<file path="config.mk">
export PLATFORM = sky130hd
export DESIGN_NAME = data_mem_write_buffer
export DESIGN_NICKNAME = d
export VERILOG_FILES = /design/src/rtl/dmem_pkg.sv /design/src/rtl/wb_store_fifo.sv /design/src/rtl/data_mem_write_buffer.sv
export SDC_FILE = /design/constraint.sdc
export NUM_CORES = 1
export LEC_CHECK = 0
export CAP_MARGIN = 20
export CORE_MARGIN = 3
export CORE_UTILIZATION = 46
export DETAILED_ROUTE_END_ITERATION = 7
export HOLD_SLACK_MARGIN = 0.06
export PLACE_DENSITY_LB_ADDON = 0.25
export SLEW_MARGIN = 20
export SYNTH_ARGS = -nofsm -noshare
export SYNTH_HDL_FRONTEND = slang
export SYNTH_SLANG_ARGS = --single-unit
</file>
<file path="constraint.sdc">
create_clock -name clk -period 3.8 [get_ports clk]
set_input_delay 0.76 -clock clk [delete_from_list [all_inputs] [get_ports clk]]
set_output_delay 0.76 -clock clk [all_outputs]
set_load 0.02 [all_outputs]
</file>
<file path="src/rtl/dmem_pkg.sv">
// Shared types for the data-memory write buffer: FSM states,
// default sizes and the buffered store entry.
package dmem_pkg;

  localparam int DMEM_DEPTH  = 4;
  localparam int DMEM_ADDR_W = 32;
  localparam int DMEM_DATA_W = 32;

  typedef enum logic [2:0] {
    IDLE,
    WR_REQ,
    RD_WAIT_DRAIN,
    RD_REQ,
    RD_DONE
  } state_t;

  typedef struct packed {
    logic [DMEM_ADDR_W-1:0] addr;
    logic [DMEM_DATA_W-1:0] data;
  } store_t;

endpackage

</file>
<file path="src/rtl/wb_store_fifo.sv">
// Store FIFO for the write buffer: synchronous, sync reset.
// Ports: push_i/din_i in, pop_i/dout_o out, full_o, empty_o, count_o.
module wb_store_fifo #(
  parameter int DEPTH = 4,
  parameter int W     = 64
) (
  input  logic                     clk,
  input  logic                     reset,
  input  logic                     push_i,
  input  logic [W-1:0]             din_i,
  input  logic                     pop_i,
  output logic [W-1:0]             dout_o,
  output logic                     full_o,
  output logic                     empty_o,
  output logic [$clog2(DEPTH):0]   count_o
);

  localparam int PW = $clog2(DEPTH);
  localparam int CW = PW + 1;

  logic [W-1:0]  mem_q [DEPTH];
  logic [PW-1:0] wp_q, rp_q;
  logic [CW-1:0] cnt_q;
  logic          do_push, do_pop;

  assign full_o  = (cnt_q == CW'(DEPTH));
  assign empty_o = (cnt_q == '0);
  assign count_o = cnt_q;
  assign dout_o  = mem_q[rp_q];

  assign do_push = push_i & ~full_o;
  assign do_pop  = pop_i & ~empty_o;

  always_ff @(posedge clk) begin
    if (reset) begin
      wp_q  <= '0;
      rp_q  <= '0;
      cnt_q <= '0;
    end else begin
      if (do_push) wp_q <= wp_q + 1'b1;
      if (do_pop)  rp_q <= rp_q + 1'b1;
      cnt_q <= cnt_q + CW'(do_push) - CW'(do_pop);
    end
  end

  // Storage needs no reset; only pointers/count define validity.
  always_ff @(posedge clk) begin
    if (do_push) mem_q[wp_q] <= din_i;
  end

endmodule

</file>
<file path="src/rtl/data_mem_write_buffer.sv">
// Write buffer between data cache and memory: buffers stores,
// drains them in order, and services read misses behind them.
// Ports: cpu_* from MEM stage, stall/rd/refill back, mem_* handshake.
module data_mem_write_buffer
  import dmem_pkg::*;
#(
  parameter int DEPTH  = DMEM_DEPTH,
  parameter int ADDR_W = DMEM_ADDR_W,
  parameter int DATA_W = DMEM_DATA_W
) (
  input  logic              clk,
  input  logic              reset,
  input  logic [ADDR_W-1:0] cpu_addr,
  input  logic [DATA_W-1:0] cpu_wdata,
  input  logic              cpu_memwrite,
  input  logic              cpu_memread,
  input  logic              cache_hit,
  output logic              stall,
  output logic [DATA_W-1:0] cpu_rdata,
  output logic              rd_valid,
  output logic              refill_valid,
  output logic [ADDR_W-4:0] refill_addr,
  output logic [DATA_W-1:0] refill_data,
  output logic              mem_req,
  output logic              mem_we,
  output logic [ADDR_W-1:0] mem_addr,
  output logic [DATA_W-1:0] mem_wdata,
  input  logic              mem_ack,
  input  logic [DATA_W-1:0] mem_rdata
);

  localparam int CW = $clog2(DEPTH) + 1;

  state_t            state_q, state_d;
  logic [DATA_W-1:0] rdata_q, rdata_d;

  logic          push, pop;
  logic          full, empty, last;
  logic [CW-1:0] count;
  store_t        push_ent, head;
  logic          miss, wr_stall, rd_done;

  assign push_ent = '{addr: cpu_addr, data: cpu_wdata};

  wb_store_fifo #(
    .DEPTH (DEPTH),
    .W     ($bits(store_t))
  ) u_fifo (
    .clk     (clk),
    .reset   (reset),
    .push_i  (push),
    .din_i   (push_ent),
    .pop_i   (pop),
    .dout_o  (head),
    .full_o  (full),
    .empty_o (empty),
    .count_o (count)
  );

  assign last = (count == CW'(1));

  // A simultaneous read+write request is treated as a write.
  assign miss = cpu_memread & ~cpu_memwrite & ~cache_hit &
                ((state_q == IDLE) | (state_q == WR_REQ));

  assign wr_stall = cpu_memwrite & full;

  assign stall = wr_stall | miss |
                 (state_q == RD_WAIT_DRAIN) |
                 (state_q == RD_REQ);

  assign push = cpu_memwrite & ~stall;

  always_comb begin
    state_d   = state_q;
    rdata_d   = rdata_q;
    pop       = 1'b0;
    rd_done   = 1'b0;
    mem_req   = 1'b0;
    mem_we    = 1'b0;
    mem_addr  = '0;
    mem_wdata = '0;
    unique case (state_q)
      IDLE: begin
        if (miss)
          state_d = empty ? RD_REQ : RD_WAIT_DRAIN;
        else if (!empty)
          state_d = WR_REQ;
      end
      WR_REQ: begin
        mem_req   = 1'b1;
        mem_we    = 1'b1;
        mem_addr  = head.addr;
        mem_wdata = head.data;
        pop       = mem_ack;
        if (miss)
          state_d = (mem_ack && last) ? RD_REQ : RD_WAIT_DRAIN;
        else if (mem_ack && last)
          state_d = IDLE;
      end
      RD_WAIT_DRAIN: begin
        mem_req   = 1'b1;
        mem_we    = 1'b1;
        mem_addr  = head.addr;
        mem_wdata = head.data;
        pop       = mem_ack;
        if (mem_ack && last)
          state_d = RD_REQ;
      end
      RD_REQ: begin
        mem_req  = 1'b1;
        mem_addr = cpu_addr;
        if (mem_ack) begin
          rdata_d = mem_rdata;
          state_d = RD_DONE;
        end
      end
      RD_DONE: begin
        rd_done = 1'b1;
        state_d = IDLE;
      end
      default: state_d = IDLE;
    endcase
  end

  always_ff @(posedge clk) begin
    if (reset) begin
      state_q <= IDLE;
      rdata_q <= '0;
    end else begin
      state_q <= state_d;
      rdata_q <= rdata_d;
    end
  end

  assign rd_valid     = rd_done;
  assign refill_valid = rd_done;
  assign cpu_rdata    = rd_done ? rdata_q : '0;
  assign refill_data  = rd_done ? rdata_q : '0;
  assign refill_addr  = rd_done ? cpu_addr[ADDR_W-1:3] : '0;

endmodule

</file>
==> results of run 1 <==
## stage by stage
stage	instance area, µm²	setup WS [ns]	hold slack, ns	total power, µW
6_report	16100	0.317	0.451	9240
2_1_floorplan	12200	0.682	0.432	5390
4_1_cts	16100	0.262	0.450	9360
3_3_place_gp	15000	0.546	0.437	6330
3_5_place_dp	15000	0.542	0.442	6360
5_1_grt	16100	0.135	0.470	9630
## how the worst max path moves through the flow
stage,endpoint,slack [ns],cells after the start
after floorplan,u_fifo.mem_q[1][0]$_DFFE_PP_,0.68,3
after global placement,stall,0.55,5
after detailed placement,stall,0.54,5
after CTS,mem_addr[9],0.26,4
after global routing,mem_addr[6],0.13,4
final,mem_addr[6],0.32,4
## Yosys cell counts (all sizes together), types with 3 or more instances
master | instances | area share
nand2 | 67 | 0.021
ha | 6 | 0.0061
and3 | 61 | 0.031
a22o | 32 | 0.023
clkbuf | 39 | 0.012
a21oi | 32 | 0.013
xnor2 | 5 | 0.0036
dfxtp | 44 | 0.072
and2 | 38 | 0.019
buf | 48 | 0.026
mux4 | 64 | 0.12
o21ai | 3 | 0.0012
nor2 | 12 | 0.0037
inv | 6 | 0.0018
edfxtp | 256 | 0.63
## state kept, by name (all words and copies together), names as in the netlist, named ones only
| name | cells |
|---|---|
| u_fifo.count_o | 3 |
| u_fifo.wp_q | 2 |
| u_fifo.mem_q | 256 |
| rdata_q | 32 |
| state_q | 3 |
| u_fifo.rp_q | 2 |
## where the power goes
part / internal [µW] / switching [µW] / total (µW)
combinational: 1080 / 1140 / 2220
clock: 1820 / 1160 / 2980
sequential: 3920 / 105 / 4030
## critical path, stage by stage (launching register included)
cell and delay, ns:
dfxtp_1 0.58, and3b_1 0.29, buf_4 0.42, a22o_1 0.23, clkdlybuf4s50_1 0.65
## final cells by class
class | count | share of cell area
flip-flops and latches | 300 | 0.534
repair buffers | 281 | 0.178
clock inverters | 19 | 0.0135
multi-input cells | 345 | 0.198
inverters | 6 | 0.00140
clock buffers | 37 | 0.0497
well taps | 330 | 0.0257
## logic make-up (layout without fill, tap and decap cells)
family / count (synthesis) / after routing / synth area share
AO/OA/AOI/OAI: 72 / 72 / 0.0410
XOR/XNOR: 6 / 6 / 0.00431
AND/OR/NAND/NOR: 194 / 194 / 0.0852
multiplexers: 66 / 66 / 0.120
flip-flops: 300 / 300 / 0.702
buffers and inverters: 93 / 343 / 0.0401
adder cells (fa/ha/maj): 7 / 7 / 0.00779
## metal layers
metal | global-route usage | wire length, µm
met1 | 0.244 | 11100
met2 | 0.318 | 13600
met3 | 0.0395 | 1820
met4 | 0.0391 | 469
met5 | 0 | 0
==> flow_metrics.py, run 1 <==
metrics = {
    "worst_setup_path": {
        "crit_fanout": 32,
        "r2r-end": "u_fifo.mem_q[3][58]$_DFFE_PP_",
        "worstRegToRegCells": 5,
        "cp.required_ns": 3.04,
        "r2r_slack_ns": 1.14,
        "start_kind": "register",
        "r2r_start": "state_q[2]$_SDFFE_PP0P_",
        "worstSetupPathType": "register to primary output",
        "worst_setup_path_end_kind": "primary output",
        "cp.arrival_ns": 2.72,
        "startpoint": "state_q[1]$_SDFFE_PP0P_",
    },
    "logic_synthesis": {
        "ys_seq_elements": 300,
        "yosysWarnings": 0,
        "syn_avg_cell_area_um2": 16.5,
        "ys_seq_area_frac": 0.702,
        "synth_edf_count": 256,
        "ys.flop_type": "edfxtp_1",
        "synthArstFlopShare": 0,
        "yosysUniqueCellTypes": 37,
        "syn_inst": 738,
        "syn_nets": 847,
        "synth_area_mm2": 0.0122,
    },
    "timing": {
        "slew_headroom": 0.562,
        "period_minus_slack_ns": 3.48,
        "rsz0062_at_grt": "false",
        "finalSetupViolCount": 0,
        "hold_viol": 0,
        "period_share": 0.917,
        "tightest_slew_ns": 0.655,
        "clock.fmax_mhz": 287,
        "slew_viol_final": 0,
        "fin_skew_ns": 0.0106,
        "finalSetupTns_ns": 0,
    },
    "floorplanning": {
        "ios": 264,
        "core.rowCount": 58,
        "die_area_mm2": 0.0285,
        "fp.dieH_um": 169,
        "dieWidth_um": 169,
        "core_area_mm2": 0.0256,
        "initial_core_util": 0.477,
    },
    "clocking": {
        "clk_pin_slew_ns": 0.06,
        "cts_buffers": 30,
        "clock_latency_ns": 0.54,
        "htree_levels": 1,
        "cts-resized-gates": 0,
        "cts_tree": "done",
        "post_cts_buffers": 0,
        "cts_hold_buffers": 0,
        "cts_sinks": 300,
        "cts_buffer_depth": 3,
        "cts-root-buf": "clkbuf_16",
    },
    "power_and_ir_drop": {
        "power.density_mw_per_mm2": 575,
        "ir_drop_mv": 0.281,
        "p_leak_uw": 0.00544,
    },
    "finish": {
        "area_delta_synth_final_pct": 31.5,
        "layout.cells.most_common": "clkdlybuf4s50_1",
        "drive_gt1_frac": 0.142,
        "num_antenna_cells": 0,
        "instances_no_fill": 1318,
        "n_fill_cell": 1915,
        "post-route-util": 0.627,
        "ff_latch_area_mm2": 0.00858,
        "multi_input_area_mm2": 0.00317,
        "nNetsFinal": 1073,
        "mostFrequentLayoutCells": "clkdlybuf4s50_1 (263), edfxtp_1 (256), nand2_1 (67), mux4_2 (64), and3_1 (61)",
    },
    "place": {
        "portBuffers": 263,
        "hpwl_um": 16500,
        "dpl.cell_count": 1262,
        "gp_congestion": 0.794,
    },
    "grt": {
        "grt_pass1_vias": 7374,
        "grt_use_total": 0.184,
        "grt_pass1_wl_um": 41800,
        "grt_overflow": 0,
        "antenna_found_initial": 0,
        "grt_max_degree": 66,
    },
    "detailed_routing": {
        "ant_nets": 0,
        "drt-total-wl_um": 26900,
        "drt_iter0_drc": 365,
        "via_count": 7111,
        "via_per_inst": 5.40,
        "drc_errors": 0,
        "wl_per_cell_um": 20.4,
        "drt_pass1_iterations": 4,
    },
    "min_path": {
        "holdPathStages": 2,
        "min_to": "rdata_q[22]$_SDFFE_PP0P_",
        "hp-start": "rdata_q[22]$_SDFFE_PP0P_",
        "hold_class": "register to register",
    },
    "job": {
        "maxCapViolCount": 0,
    },
    "run_status": {
        "outcome": "finished, final reports clean",
    },
}
Power figures use the tool's default switching activity.
==> run 2, diff against run 1 <==
CORE_UTILIZATION = 51   (was 46)
GPL_ROUTABILITY_DRIVEN = 0   (was unset)
==> run 2 against run 1 <==
Worst hold slack worse by 0.0025 ns; cell area fell by 0.51%; first-iteration DRC count is 20% higher; power is 1.5% lower; count of clock-buffer cells in the layout down 2; non-clock buffer count did not move; clock skew grew 0.0097 ns.
==> flow_metrics.py, run 2 (synthesis gave the netlist of run 1 again) <==
metrics = {
    "timing": {
        "fin_skew_ns": 0.0202,
        "holdWs_ns": 0.448,
        "rsz0062_at_grt": "false",
        "finalSetupTns_ns": 0,
        "clock.fmax_mhz": 285,
        "period_minus_slack_ns": 3.50,
        "finalSetupViolCount": 0,
        "slew_viol_final": 0,
        "tightest_slew_ns": 0.606,
        "slew_headroom": 0.596,
        "period_share": 0.922,
        "hold_viol": 0,
    },
    "finish": {
        "area_delta_synth_final_pct": 30.9,
        "n_fill_cell": 1595,
        "nNetsFinal": 1073,
        "num_antenna_cells": 0,
        "mostFrequentLayoutCells": "clkdlybuf4s50_1 (263), edfxtp_1 (256), nand2_1 (67), mux4_2 (64), and3_1 (61)",
        "reg.largest.list": "u_fifo.mem_q: 256 flops, rdata_q: 32 flops",
        "ff_latch_area_mm2": 0.00857,
        "largest_reg_flops": 256,
        "largest_register": "u_fifo.mem_q",
        "drive_gt1_frac": 0.136,
        "layout.cells.most_common": "clkdlybuf4s50_1",
        "multi_input_area_mm2": 0.00317,
    },
    "clocking": {
        "clk_pin_slew_ns": 0.06,
        "post_cts_buffers": 0,
        "cts_tree": "done",
        "htree_levels": 1,
        "cts-resized-gates": 0,
        "cts_sinks": 300,
        "cts_hold_buffers": 0,
        "clock_latency_ns": 0.54,
        "cts_buffers": 30,
        "cts_buffer_depth": 3,
        "cts-root-buf": "clkbuf_16",
    },
    "min_path": {
        "hold_class": "register to register",
        "holdPathStages": 2,
    },
    "worst_setup_path": {
        "cp.required_ns": 3.04,
        "r2r_start": "state_q[2]$_SDFFE_PP0P_",
        "worstSetupPathType": "register to primary output",
        "crit_fanout": 24,
        "r2r_slack_ns": 1.23,
        "endpoint": "mem_addr[15]",
        "cp.depth": 4,
        "critPathSlowestCell": "dfxtp_4",
        "start_kind": "register",
        "path_buf_inv": 2,
        "critPathTopFamily": "buffers and inverters",
        "crit_chain": "buf_12 > mux4_2 > a22o_1 > clkdlybuf4s50_1",
        "worstRegToRegCells": 5,
        "cp.arrival_ns": 2.74,
        "crit_path_max_incr_delay_ns": 0.60,
        "r2r-end": "u_fifo.mem_q[3][16]$_DFFE_PP_",
        "worst_setup_path_end_kind": "primary output",
    },
    "detailed_routing": {
        "drc_errors": 0,
        "drt-total-wl_um": 27200,
        "ant_nets": 0,
        "via_per_inst": 5.56,
        "drt_pass1_iterations": 4,
        "via_count": 7211,
        "drt_iter0_drc": 439,
        "wl_per_cell_um": 21.0,
    },
    "floorplanning": {
        "fp.dieH_um": 161,
        "initial_core_util": 0.529,
        "core.rowCount": 55,
        "core_area_mm2": 0.0231,
        "die_area_mm2": 0.0258,
        "dieWidth_um": 161,
        "ios": 264,
    },
    "grt": {
        "grt_pass1_wl_um": 42700,
        "grt_max_degree": 71,
        "grt_overflow": 0,
        "grt_pass1_vias": 7669,
        "antenna_found_initial": 0,
        "grt_use_total": 0.208,
    },
    "job": {
        "maxCapViolCount": 0,
    },
    "place": {
        "hpwl_um": 16700,
        "portBuffers": 263,
    },
    "run_status": {
        "outcome": "finished, final reports clean",
    },
    "power_and_ir_drop": {
        "ir_drop_mv": 0.328,
        "power.density_mw_per_mm2": 570,
        "p_leak_uw": 0.00541,
    },
}
[run 2: cell count changes in the layout (fill, tap and decap cells not counted), moves of 2 or more]
| cell | previous run | this run |
|---|---|---|
| bufinv_16 | 5 | 3 |
| clkinv_2 | 7 | 4 |
| clkinv_1 | 5 | 9 |
| clkbuf_1 | 6 | 4 |
[run 2: per-layer routing]
| metal | vias to the layer above | track usage | part of all wire |
|---|---|---|---|
| met2 | 294 | 0.355 | 0.51 |
| met5 | - | 0 | 0 |
| li1 | 3257 | - | - |
| met1 | 3637 | 0.282 | 0.41 |
| met4 | 0 | 0.0364 | 0.011 |
| met3 | 23 | 0.0462 | 0.076 |
[run 2: cell type report]
type	count	share of cell area
repair buffers	281	0.180
flip-flops and latches	300	0.537
inverters	6	0.00141
multi-input cells	345	0.199
clock inverters	17	0.00956
well taps	313	0.0245
clock buffers	35	0.0495
[run 2: worst reg2reg max path, delay by kind of cell, from the launching register on]
kind          cells  cell delay [ns]
flops             1             0.38
simple gates      3             1.04
buf+inv           2             0.81
[run 2: how the worst min path moves through the flow]
stage                                        start                       end  slack (ns)
final                     rdata_q[29]$_SDFFE_PP0P_  rdata_q[29]$_SDFFE_PP0P_        0.45
after global routing      rdata_q[21]$_SDFFE_PP0P_  rdata_q[21]$_SDFFE_PP0P_        0.48
after CTS                 rdata_q[29]$_SDFFE_PP0P_  rdata_q[29]$_SDFFE_PP0P_        0.45
after detailed placement  rdata_q[29]$_SDFFE_PP0P_  rdata_q[29]$_SDFFE_PP0P_        0.44
after global placement     rdata_q[0]$_SDFFE_PP0P_   rdata_q[0]$_SDFFE_PP0P_        0.44
after floorplan           rdata_q[18]$_SDFFE_PP0P_  rdata_q[18]$_SDFFE_PP0P_        0.43
[run 2: metrics by stage]
stage	setup WS, ns	cell area (µm²)	std cells	util	power (µW)
after floorplan	0.682	12200	738	-	5390
after global placement	0.494	15000	1245	0.652	6340
after detailed placement	0.469	15000	1245	0.652	6380
after CTS	0.213	16000	1297	0.693	9210
after global routing	0.111	16000	1297	0.693	9500
final	0.297	16000	1297	0.693	9100
[run 2: power by group]
part,switching (µW),internal [µW],leakage [µW],total (µW)
Sequential,130,3920,0.00270,4050
Combinational,1130,1090,0.00225,2220
Clock,1150,1670,0.000463,2820
==> run 3, diff against run 2 <==
HOLD_SLACK_MARGIN = unset   (was 0.06)
==> results of run 3 <==
Final layout, timing and power as in run 2 (identical DEF).
